### src/rtl/vga_pkg.sv
// Shared definitions for the VGA animation path: sequencer states, 640x480
// timing, default bounce box and a helper for one axis of bounce motion.
package vga_pkg;

  typedef enum logic [2:0] {
    IDLE,
    STEP_X,
    STEP_Y,
    SCENE,
    COMMIT
  } anim_state_e;

  // 640x480 @ 60 Hz timing, pixel clock 25.175 MHz
  localparam int H_VISIBLE = 640;
  localparam int H_FRONT   = 16;
  localparam int H_SYNC    = 96;
  localparam int H_BACK    = 48;
  localparam int H_TOTAL   = H_VISIBLE + H_FRONT + H_SYNC + H_BACK;
  localparam int V_VISIBLE = 480;
  localparam int V_FRONT   = 10;
  localparam int V_SYNC    = 2;
  localparam int V_BACK    = 33;
  localparam int V_TOTAL   = V_VISIBLE + V_FRONT + V_SYNC + V_BACK;

  // Default bounce box
  localparam logic [8:0] DEF_X_MIN  = 9'd10;
  localparam logic [8:0] DEF_X_MAX  = 9'd280;
  localparam logic [8:0] DEF_Y_MIN  = 9'd10;
  localparam logic [8:0] DEF_Y_MAX  = 9'd420;
  localparam logic [8:0] DEF_X_INIT = 9'd100;
  localparam logic [8:0] DEF_Y_INIT = 9'd100;

  localparam int NUM_SCENES = 4;

  // Position along one axis plus direction (0 = increasing, 1 = decreasing)
  typedef struct packed {
    logic [8:0] pos;
    logic       dir;
  } axis_t;

  // One bounce step. 10-bit intermediates keep the comparisons free of
  // wrap-around so the result always lands inside [lo, hi].
  function automatic axis_t bounce_step(axis_t cur, logic [2:0] s,
                                        logic [8:0] lo, logic [8:0] hi);
    axis_t      r;
    logic [9:0] sum;
    logic [9:0] lim;
    r   = cur;
    sum = {1'b0, cur.pos} + {7'd0, s};
    lim = {1'b0, lo} + {7'd0, s};
    if (!cur.dir) begin
      if (sum >= {1'b0, hi}) begin
        r.pos = hi;
        r.dir = 1'b1;
      end else begin
        r.pos = sum[8:0];
      end
    end else begin
      if ({1'b0, cur.pos} <= lim) begin
        r.pos = lo;
        r.dir = 1'b0;
      end else begin
        r.pos = cur.pos - {6'd0, s};
      end
    end
    return r;
  endfunction

endpackage

### src/rtl/vga_btn_debounce.sv
// Button conditioner: 2-flop synchronizer, a stable counter that only
// advances on frame ticks, and a single-cycle press pulse per press.
module vga_btn_debounce
  import vga_pkg::*;
#(
  parameter int unsigned DEB_FRAMES = 3
) (
  input  logic clk,
  input  logic rst_n,
  input  logic btn,
  input  logic tick,
  output logic press
);

  localparam logic [2:0] DEB    = 3'(DEB_FRAMES);
  localparam logic [2:0] DEB_M1 = 3'(DEB_FRAMES - 1);

  logic       sync1_q, sync1_d;
  logic       sync2_q, sync2_d;
  logic       level_q, level_d;
  logic [2:0] cnt_q, cnt_d;
  logic       press_q, press_d;

  // Stability tracking; the press fires on the tick where a high level
  // first reaches the full count, so a long hold still yields one event.
  always_comb begin
    sync1_d = btn;
    sync2_d = sync1_q;
    level_d = level_q;
    cnt_d   = cnt_q;
    press_d = 1'b0;
    if (tick) begin
      if (sync2_q == level_q) begin
        if (cnt_q != DEB) begin
          cnt_d = cnt_q + 3'd1;
          if (level_q && (cnt_q == DEB_M1)) press_d = 1'b1;
        end
      end else begin
        cnt_d   = 3'd0;
        level_d = sync2_q;
      end
    end
  end

  // State registers
  always_ff @(posedge clk or negedge rst_n) begin
    if (!rst_n) begin
      sync1_q <= 1'b0;
      sync2_q <= 1'b0;
      level_q <= 1'b0;
      cnt_q   <= 3'd0;
      press_q <= 1'b0;
    end else begin
      sync1_q <= sync1_d;
      sync2_q <= sync2_d;
      level_q <= level_d;
      cnt_q   <= cnt_d;
      press_q <= press_d;
    end
  end

  assign press = press_q;

endmodule

### src/rtl/vga_anim_sequencer.sv
// Frame-synchronous animation sequencer: steps a bouncing object once per
// frame on a short FSM and commits all outputs together in vertical blanking.
module vga_anim_sequencer
  import vga_pkg::*;
#(
  parameter logic [8:0]  X_MIN      = DEF_X_MIN,
  parameter logic [8:0]  X_MAX      = DEF_X_MAX,
  parameter logic [8:0]  Y_MIN      = DEF_Y_MIN,
  parameter logic [8:0]  Y_MAX      = DEF_Y_MAX,
  parameter logic [8:0]  X_INIT     = DEF_X_INIT,
  parameter logic [8:0]  Y_INIT     = DEF_Y_INIT,
  parameter int unsigned DEB_FRAMES = 3
) (
  input  logic        clk,
  input  logic        rst_n,
  input  logic        vsync,
  input  logic        btn_pause,
  input  logic        btn_next,
  input  logic [1:0]  spd,
  output logic [8:0]  obj_x,
  output logic [8:0]  obj_y,
  output logic [1:0]  scene,
  output logic [15:0] frame_cnt,
  output logic        paused,
  output logic        cfg_valid
);

  anim_state_e state_q, state_d;
  logic        vsync_prev_q;
  logic        tick;
  logic        next_evt, pause_evt;

  // Working copy, only visible to the pixel path after COMMIT
  axis_t       wx_q, wx_d, wy_q, wy_d;
  logic [2:0]  step_q, step_d;
  logic [1:0]  wscene_q, wscene_d;
  logic [15:0] wfc_q, wfc_d;
  logic        wpaused_q, wpaused_d;
  logic        pend_next_q, pend_next_d;
  logic        pend_pause_q, pend_pause_d;

  // Committed outputs
  logic [8:0]  obj_x_q, obj_x_d, obj_y_q, obj_y_d;
  logic [1:0]  scene_q, scene_d;
  logic [15:0] frame_cnt_q, frame_cnt_d;
  logic        paused_q, paused_d;
  logic        cfg_valid_q, cfg_valid_d;

  // Rising vsync marks the end of the sync pulse, still inside vblank
  assign tick = vsync & ~vsync_prev_q;

  vga_btn_debounce #(.DEB_FRAMES(DEB_FRAMES)) u_deb_pause (
    .clk(clk), .rst_n(rst_n), .btn(btn_pause), .tick(tick), .press(pause_evt)
  );

  vga_btn_debounce #(.DEB_FRAMES(DEB_FRAMES)) u_deb_next (
    .clk(clk), .rst_n(rst_n), .btn(btn_next), .tick(tick), .press(next_evt)
  );

  // Next-state and datapath: one FSM state per cycle, output copy in COMMIT
  always_comb begin
    state_d      = state_q;
    wx_d         = wx_q;
    wy_d         = wy_q;
    step_d       = step_q;
    wscene_d     = wscene_q;
    wfc_d        = wfc_q;
    wpaused_d    = wpaused_q;
    // Press pulses arrive just after the tick; hold them until SCENE
    pend_next_d  = pend_next_q | next_evt;
    pend_pause_d = pend_pause_q | pause_evt;
    obj_x_d      = obj_x_q;
    obj_y_d      = obj_y_q;
    scene_d      = scene_q;
    frame_cnt_d  = frame_cnt_q;
    paused_d     = paused_q;
    cfg_valid_d  = 1'b0;
    case (state_q)
      IDLE: begin
        if (tick) state_d = STEP_X;
      end
      STEP_X: begin
        step_d = {1'b0, spd} + 3'd1;
        if (!wpaused_q) wx_d = bounce_step(wx_q, step_d, X_MIN, X_MAX);
        state_d = STEP_Y;
      end
      STEP_Y: begin
        if (!wpaused_q) wy_d = bounce_step(wy_q, step_q, Y_MIN, Y_MAX);
        state_d = SCENE;
      end
      SCENE: begin
        if (pend_next_q)
          wscene_d = (wscene_q == 2'(NUM_SCENES - 1)) ? 2'd0 : wscene_q + 2'd1;
        // Counter uses the pause state of this frame; a toggle lands next frame
        if (!wpaused_q) wfc_d = wfc_q + 16'd1;
        if (pend_pause_q) wpaused_d = ~wpaused_q;
        pend_next_d  = next_evt;
        pend_pause_d = pause_evt;
        state_d      = COMMIT;
      end
      COMMIT: begin
        obj_x_d     = wx_q.pos;
        obj_y_d     = wy_q.pos;
        scene_d     = wscene_q;
        frame_cnt_d = wfc_q;
        paused_d    = wpaused_q;
        cfg_valid_d = 1'b1;
        state_d     = IDLE;
      end
      default: state_d = IDLE;
    endcase
  end

  // State register; reset returns every flop to its power-up value
  always_ff @(posedge clk or negedge rst_n) begin
    if (!rst_n) begin
      state_q      <= IDLE;
      vsync_prev_q <= 1'b0;
      wx_q         <= '{pos: X_INIT, dir: 1'b0};
      wy_q         <= '{pos: Y_INIT, dir: 1'b0};
      step_q       <= 3'd1;
      wscene_q     <= 2'd0;
      wfc_q        <= 16'd0;
      wpaused_q    <= 1'b0;
      pend_next_q  <= 1'b0;
      pend_pause_q <= 1'b0;
      obj_x_q      <= X_INIT;
      obj_y_q      <= Y_INIT;
      scene_q      <= 2'd0;
      frame_cnt_q  <= 16'd0;
      paused_q     <= 1'b0;
      cfg_valid_q  <= 1'b0;
    end else begin
      state_q      <= state_d;
      vsync_prev_q <= vsync;
      wx_q         <= wx_d;
      wy_q         <= wy_d;
      step_q       <= step_d;
      wscene_q     <= wscene_d;
      wfc_q        <= wfc_d;
      wpaused_q    <= wpaused_d;
      pend_next_q  <= pend_next_d;
      pend_pause_q <= pend_pause_d;
      obj_x_q      <= obj_x_d;
      obj_y_q      <= obj_y_d;
      scene_q      <= scene_d;
      frame_cnt_q  <= frame_cnt_d;
      paused_q     <= paused_d;
      cfg_valid_q  <= cfg_valid_d;
    end
  end

  assign obj_x     = obj_x_q;
  assign obj_y     = obj_y_q;
  assign scene     = scene_q;
  assign frame_cnt = frame_cnt_q;
  assign paused    = paused_q;
  assign cfg_valid = cfg_valid_q;

endmodule
### config.mk
export PLATFORM = sky130hd
export DESIGN_NAME = vga_anim_sequencer
export DESIGN_NICKNAME = d
export VERILOG_FILES = /design/src/rtl/vga_pkg.sv /design/src/rtl/vga_btn_debounce.sv /design/src/rtl/vga_anim_sequencer.sv
export SDC_FILE = /design/constraint.sdc
export NUM_CORES = 1
export LEC_CHECK = 0
export CAP_MARGIN = 20
export CORE_MARGIN = 3
export CORE_UTILIZATION = 53
export DETAILED_ROUTE_END_ITERATION = 8
export PLACE_DENSITY_LB_ADDON = 0.25
export SYNTH_ARGS = -nofsm -noshare
export SYNTH_HDL_FRONTEND = slang
export SYNTH_HIERARCHICAL = 1
export SYNTH_SLANG_ARGS = --single-unit
export TNS_END_PERCENT = 1
### constraint.sdc
create_clock -name clk -period 2.5 [get_ports clk]
set_clock_uncertainty 0.05 [all_clocks]
set_input_delay 0.5 -clock clk [delete_from_list [all_inputs] [get_ports clk]]
set_output_delay 0.5 -clock clk [all_outputs]
set_load 0.05 [all_outputs]
==> impl_metrics.ini, run 1 <==
[status]
outcome = complete, but fails checks
failed_checks = setup timing

[critical_path]
crit_buf_inv = 1
cp.arrival_ns = 2.83
regToRegSetupSlack_ns = -0.09
crit_required_ns = 2.74
worstSetupStartpointType = flop
crit_fanout = 4
crit_path_max_incr_delay_ns = 0.58
critPathTopFamily = compound AO/OA/AOI/OAI gates
critPathCaptureType = flop
slowest_stage = dfstp_2
critical_path_class = reg2reg
crit_chain = ha_4 > inv_2 > fa_2 > xor2_2 > nor3_2 > a211oi_2 > o32ai_2 > nand3_1 > a211o_1 > o21ai_1

[clocking]
cts_buffers = 9
cts_tree = done
root_buffer = clkbuf_8
hold_buffers = 0
cts_sinks = 100
htree_levels = 3
max-clock-path-buffers = 2
clkLatencyLatePin_ns = 0.38
clk_pin_slew_ns = 0.11

[timing]
fin_crit_sh = 1.04
fin_crit_ns = 2.59
slew_headroom = 0.550
slew_viol_final = 0
hold_viol_final = 0
fmax_mhz = 386
rsz0062_at_grt = true
worstMarginPinSlew_ns = 0.675
setup_viol = 9
setup_slack_ns = -0.0883

[cells_and_area]
final_util = 0.707
antenna_cells = 0
areaGrowthSynthToFinish_pct = 27.4
n_fill_cell = 745
drive_above_1_share = 0.306
nets = 676

[synthesis]
synth_top_flop_cell = dfrtp_1
yosysMostFrequentCell = dfrtp_1
yosys.area.top_type = dfrtp_1
synth.top_cell.area_share = 0.394
synthCells = 536
avgSynthCellArea_um2 = 10.3
synth_common_cells = dfrtp_1, mux2_2, o21ai_0, inv_1, ha_1
syn_area_um2 = 5520
synth_edf_count = 0
ys_seq_area_frac = 0.456
ys_types = 61
synth_seq_cells = 100
synth_nets = 576
async_flop_share = 1.00
synth_warnings = 6
ys_top_cells_by_area = dfrtp_1, mux2_2, ha_1, dfstp_2, o21ai_0

[die]
die_area_um2 = 11700
row_count = 36
num_io_pins = 45
fp.dieH_um = 108
core_um2 = 9950
start_util = 0.555
die_w_um = 108

[run]
maxCapViolations = 0

[place]
dp_hpwl_um = 9100
pre_cts_slack_ns = -0.964
io_buffers = 44
gp_congestion = 0.920

[route]
postRouteAntennaNets = 0
wl_met3_um = 622
wirelength_um = 13200
vias_per_cell = 5.76
first_pass_iters = 5
wl_met1_um = 5860
drt_iter0_markers = 208
top_layer = met4
num_vias = 4461
detail_route.wl_per_cell_um = 17.0
wl_met2_um = 6450
drc = 0

[pwr]
powerDensity_nw_per_um2 = 968
p_leak_uw = 0.00311
ir_drop_uv = 757

[min_path]
holdCritPathClass = in2async

[grt]
grt_max_degree = 53
grt_usage = 0.232
antenna_found_initial = 0
grt_pass1_vias = 4448
grt_first_pass_wirelength_um = 21500
overflow = 0
## power breakdown
| group | switching (µW) | internal [µW] | leakage (µW) | total [µW] |
|---|---|---|---|---|
| clock | 672 | 409 | 0.000105 | 1080 |
| combinational | 1910 | 1500 | 0.00172 | 3410 |
| sequential | 328 | 1990 | 0.00128 | 2320 |
## through the flow
| step | hold slack [ns] | std cells | TNS [ns] | total power, µW | area (µm²) |
|---|---|---|---|---|---|
| 2_1_floorplan | 0.154 | 536 | -0.870 | 4280 | 5580 |
| 3_3_place_gp | 0.282 | 747 | -8.71 | 5310 | 6550 |
| 3_5_place_dp | 0.292 | 747 | -9.20 | 5410 | 6550 |
| 4_1_cts | 0.111 | 771 | -0.176 | 6650 | 6910 |
| 5_1_grt | 0.137 | 774 | -1.63 | 7240 | 7040 |
| 6_report | 0.100 | 774 | -0.324 | 6810 | 7040 |
## cell families after synthesis
group | synth area share
muxes | 0.0891
and+or+nand+nor | 0.140
DFF | 0.456
buffers and inverters | 0.0424
AOI/OAI and AO/OA | 0.154
adders and majority gates | 0.0802
xor gates and xnor gates | 0.0381
## sequential cells by signal (all words and copies together), names as in the netlist, 2 cells and up
name,count
wfc_q,16
scene,2
obj_x,9
wy_q,10
step_q,3
obj_y,9
u_deb_next/cnt_q,3
u_deb_pause/cnt_q,3
wscene_q,2
state_q,3
wx_q,10
frame_cnt,16
## final cells by class
cell class / instances / area, µm² / area share
clock buffer: 9 / 124 / 0.0176
clock inverter: 7 / 86.3 / 0.0123
inverter: 33 / 141 / 0.0201
multi-input combinational: 376 / 3000 / 0.426
sequential: 100 / 2520 / 0.358
tap: 133 / 166 / 0.0237
timing repair buffer: 116 / 1000 / 0.142
## worst register-to-register path, delay by kind of cell, from the launching register on
kind / cells / cell delay, ns
compound gates: 4 / 0.79
flops: 1 / 0.58
fa+ha+maj: 2 / 0.55
simple gates: 2 / 0.34
xor+xnor: 1 / 0.18
buf+inv: 1 / 0.03
## timing repair
action                     in CTS  in global routing
resized for setup              31                 25
buffers inserted                8                  3
setup endpoints to repair      19                 19
pin swaps                      19                 24
## per-layer routing
| layer | vias to the layer above | global-route usage |
|---|---|---|
| li1 | 2129 | - |
| met1 | 2193 | 0.316 |
| met2 | 116 | 0.377 |
| met3 | 23 | 0.0424 |
| met4 | 0 | 0.0730 |
| met5 | - | 0 |
## cells in the final DEF, fill, tap and decap left out, types with 5 or more instances in the layout
cell / count
a21oi_1: 23
o21ai_0: 31
dfstp_2: 13
nor2_1: 21
mux2_2: 41
ha_1: 24
nand2_1: 28
o21ai_1: 5
nor2b_1: 9
or3_1: 7
nand4_1: 10
inv_1: 26
xnor2_1: 17
and3_1: 5
buf_4: 69
clkbuf_8: 9
xor2_1: 5
nor3_1: 14
nand2b_1: 10
a21o_1: 7
nand3_1: 14
clkdlybuf4s50_1: 41
dfrtp_1: 87
## final timing paths
| path | startpoint | to | cells past startpoint |
|---|---|---|---|
| max | step_q[0] | wy_q[1] | 10 |
| min | rst_n | obj_x[8] | 1 |
| max reg2reg | step_q[0] | wy_q[1] | 10 |
| min reg2reg | u_deb_next/sync1_q | u_deb_next/sync2_q | 0 |
| max in group asynchronous | rst_n | obj_x[5] | 2 |
| min in group clk | u_deb_next/sync1_q | u_deb_next/sync2_q | 0 |
No activity file was read; power rests on OpenSTA's default activity.
==> inputs of run 2 (changes only) <==
==> constraint.sdc (replaced) <==
create_clock -name clk -period 2.5 [get_ports clk]
set_clock_uncertainty 0.05 [all_clocks]
set_input_delay 0.375 -clock clk [delete_from_list [all_inputs] [get_ports clk]]
set_output_delay 0.375 -clock clk [all_outputs]
set_load 0.05 [all_outputs]
==> run 2 against run 1 <==
  * The run still ends with setup timing left
  * Critical path type unchanged
  * Critical path depth is the same
  * Clock power is essentially flat
  * Critical endpoint unchanged
  * Utilization shrank 0.44 points
  * Worst setup slack lost 0.050 ns
  * Combinational power is essentially flat
  * Final cell count shrank 0.26%
  * Final area shrank 0.62%
==> impl_metrics.ini, run 2 (synthesized netlist as in run 1, its figures left out) <==
[status]
outcome = complete, but fails checks
failed_checks = setup timing

[route]
postRouteAntennaNets = 0
drc = 0
first_pass_iters = 5
drt_iter0_markers = 221
wirelength_um = 13300
vias_per_cell = 5.89
num_vias = 4547
detail_route.wl_per_cell_um = 17.3

[die]
die_w_um = 108
die_area_um2 = 11700
num_io_pins = 45
core_um2 = 9950
row_count = 36
start_util = 0.555
fp.dieH_um = 108

[timing]
setup_viol = 8
timing.setup.tns_ns = -0.633
slew_viol_final = 0
slew_headroom = 0.627
fmax_mhz = 379
hold_viol_final = 0
rsz0062_at_grt = true
fin_crit_sh = 1.06
worstMarginPinSlew_ns = 0.558
fin_crit_ns = 2.64
setup_slack_ns = -0.138

[pwr]
powerDensity_nw_per_um2 = 969
p_leak_uw = 0.00310
ir_drop_uv = 695

[cells_and_area]
final_cells = 772
drive_above_1_share = 0.291
final_util = 0.702
antenna_cells = 0
layout_commonest_cell = dfrtp_1
nets = 674
areaGrowthSynthToFinish_pct = 26.7
mostFrequentLayoutCells = dfrtp_1, buf_4, mux2_2, clkdlybuf4s50_1, o21ai_0

[clocking]
root_buffer = clkbuf_8
max-clock-path-buffers = 2
cts_tree = done
htree_levels = 3
clkLatencyLatePin_ns = 0.37
cts_sinks = 100
clk_pin_slew_ns = 0.11
cts_buffers = 9

[grt]
antenna_found_initial = 0
overflow = 0
grt_max_degree = 63
grt_pass1_vias = 4682
grt_first_pass_wirelength_um = 22500
grt_usage = 0.243

[place]
placed_cells = 749
dp_hpwl_um = 9600
io_buffers = 44
gp_congestion = 0.891
pre_cts_slack_ns = -0.840

[min_path]
holdCritPathClass = in2reg

[critical_path]
critPathCaptureType = flop
crit_fanout = 4
critical_path_class = reg2reg
crit_required_ns = 2.75
worstSetupStartpointType = flop
cp.arrival_ns = 2.88

[run]
maxCapViolations = 0
run 2: where the power goes:
part / switching (µW) / internal [µW] / leakage (µW) / total, µW
combinational: 1910 / 1480 / 0.00171 / 3390
clock: 659 / 408 / 0.000105 / 1070
sequential: 330 / 1990 / 0.00128 / 2320
run 2: stage by stage:
step                      power, µW  instance area (µm²)  hold WS (ns)
after global placement         5300                 6570         0.283
final                          6770                 6990         0.296
after floorplan                4280                 5580        0.0294
after CTS                      6730                 6950         0.289
after global routing           7200                 6990         0.302
after detailed placement       5460                 6570         0.288
run 2: path summary, 6_finish.rpt:
| kind | startpoint | end | cells past startpoint | slack (ns) |
|---|---|---|---|---|
| setup / recovery | step_q[0] | wy_q[1] | 10 | -0.14 |
| hold / removal | spd[0] | step_q[0] | 3 | 0.30 |
| setup reg to reg | step_q[0] | wy_q[1] | 10 | -0.14 |
| hold reg to reg | u_deb_next/sync1_q | u_deb_next/sync2_q | 0 | 0.31 |
| max in group asynchronous | rst_n | obj_y[5] | 3 | 1.18 |
| min in group asynchronous | rst_n | obj_x[8] | 2 | 0.47 |
run 2: routing by layer:
| metal | track usage | up-vias | share of wire |
|---|---|---|---|
| met2 | 0.417 | 127 | 0.50 |
| met1 | 0.320 | 2255 | 0.44 |
| met5 | 0 | - | 0 |
| met3 | 0.0352 | 27 | 0.044 |
| met4 | 0.0766 | 0 | 0.018 |
| li1 | - | 2138 | - |
run 2: area by class of cell:
| class | count | area [µm²] |
|---|---|---|
| Clock buffer | 9 | 124 |
| Clock inverter | 7 | 86.3 |
| Fill cell | 768 | 2960 |
| Inverter | 33 | 141 |
| Multi-Input combinational cell | 376 | 2970 |
| Sequential cell | 100 | 2520 |
| Tap cell | 133 | 166 |
| Timing Repair Buffer | 114 | 981 |
run 2: critical path: stages, from the launching register on:
cell and delay (ns):
dfstp_2 0.57, ha_4 0.13, inv_2 0.04, fa_2 0.41
xor2_1 0.16, nor3_1 0.21, a211oi_2 0.13, o32ai_2 0.30
nand3_1 0.18, a211o_1 0.30, o21ai_1 0.09
run 2: repair_timing:
item,CTS,global route
buffers inserted,6,0
pin swaps,25,3
hold buffers,1,0
resized for setup,37,12
endpoints found under the hold margin,28,0
setup endpoints to repair,19,19
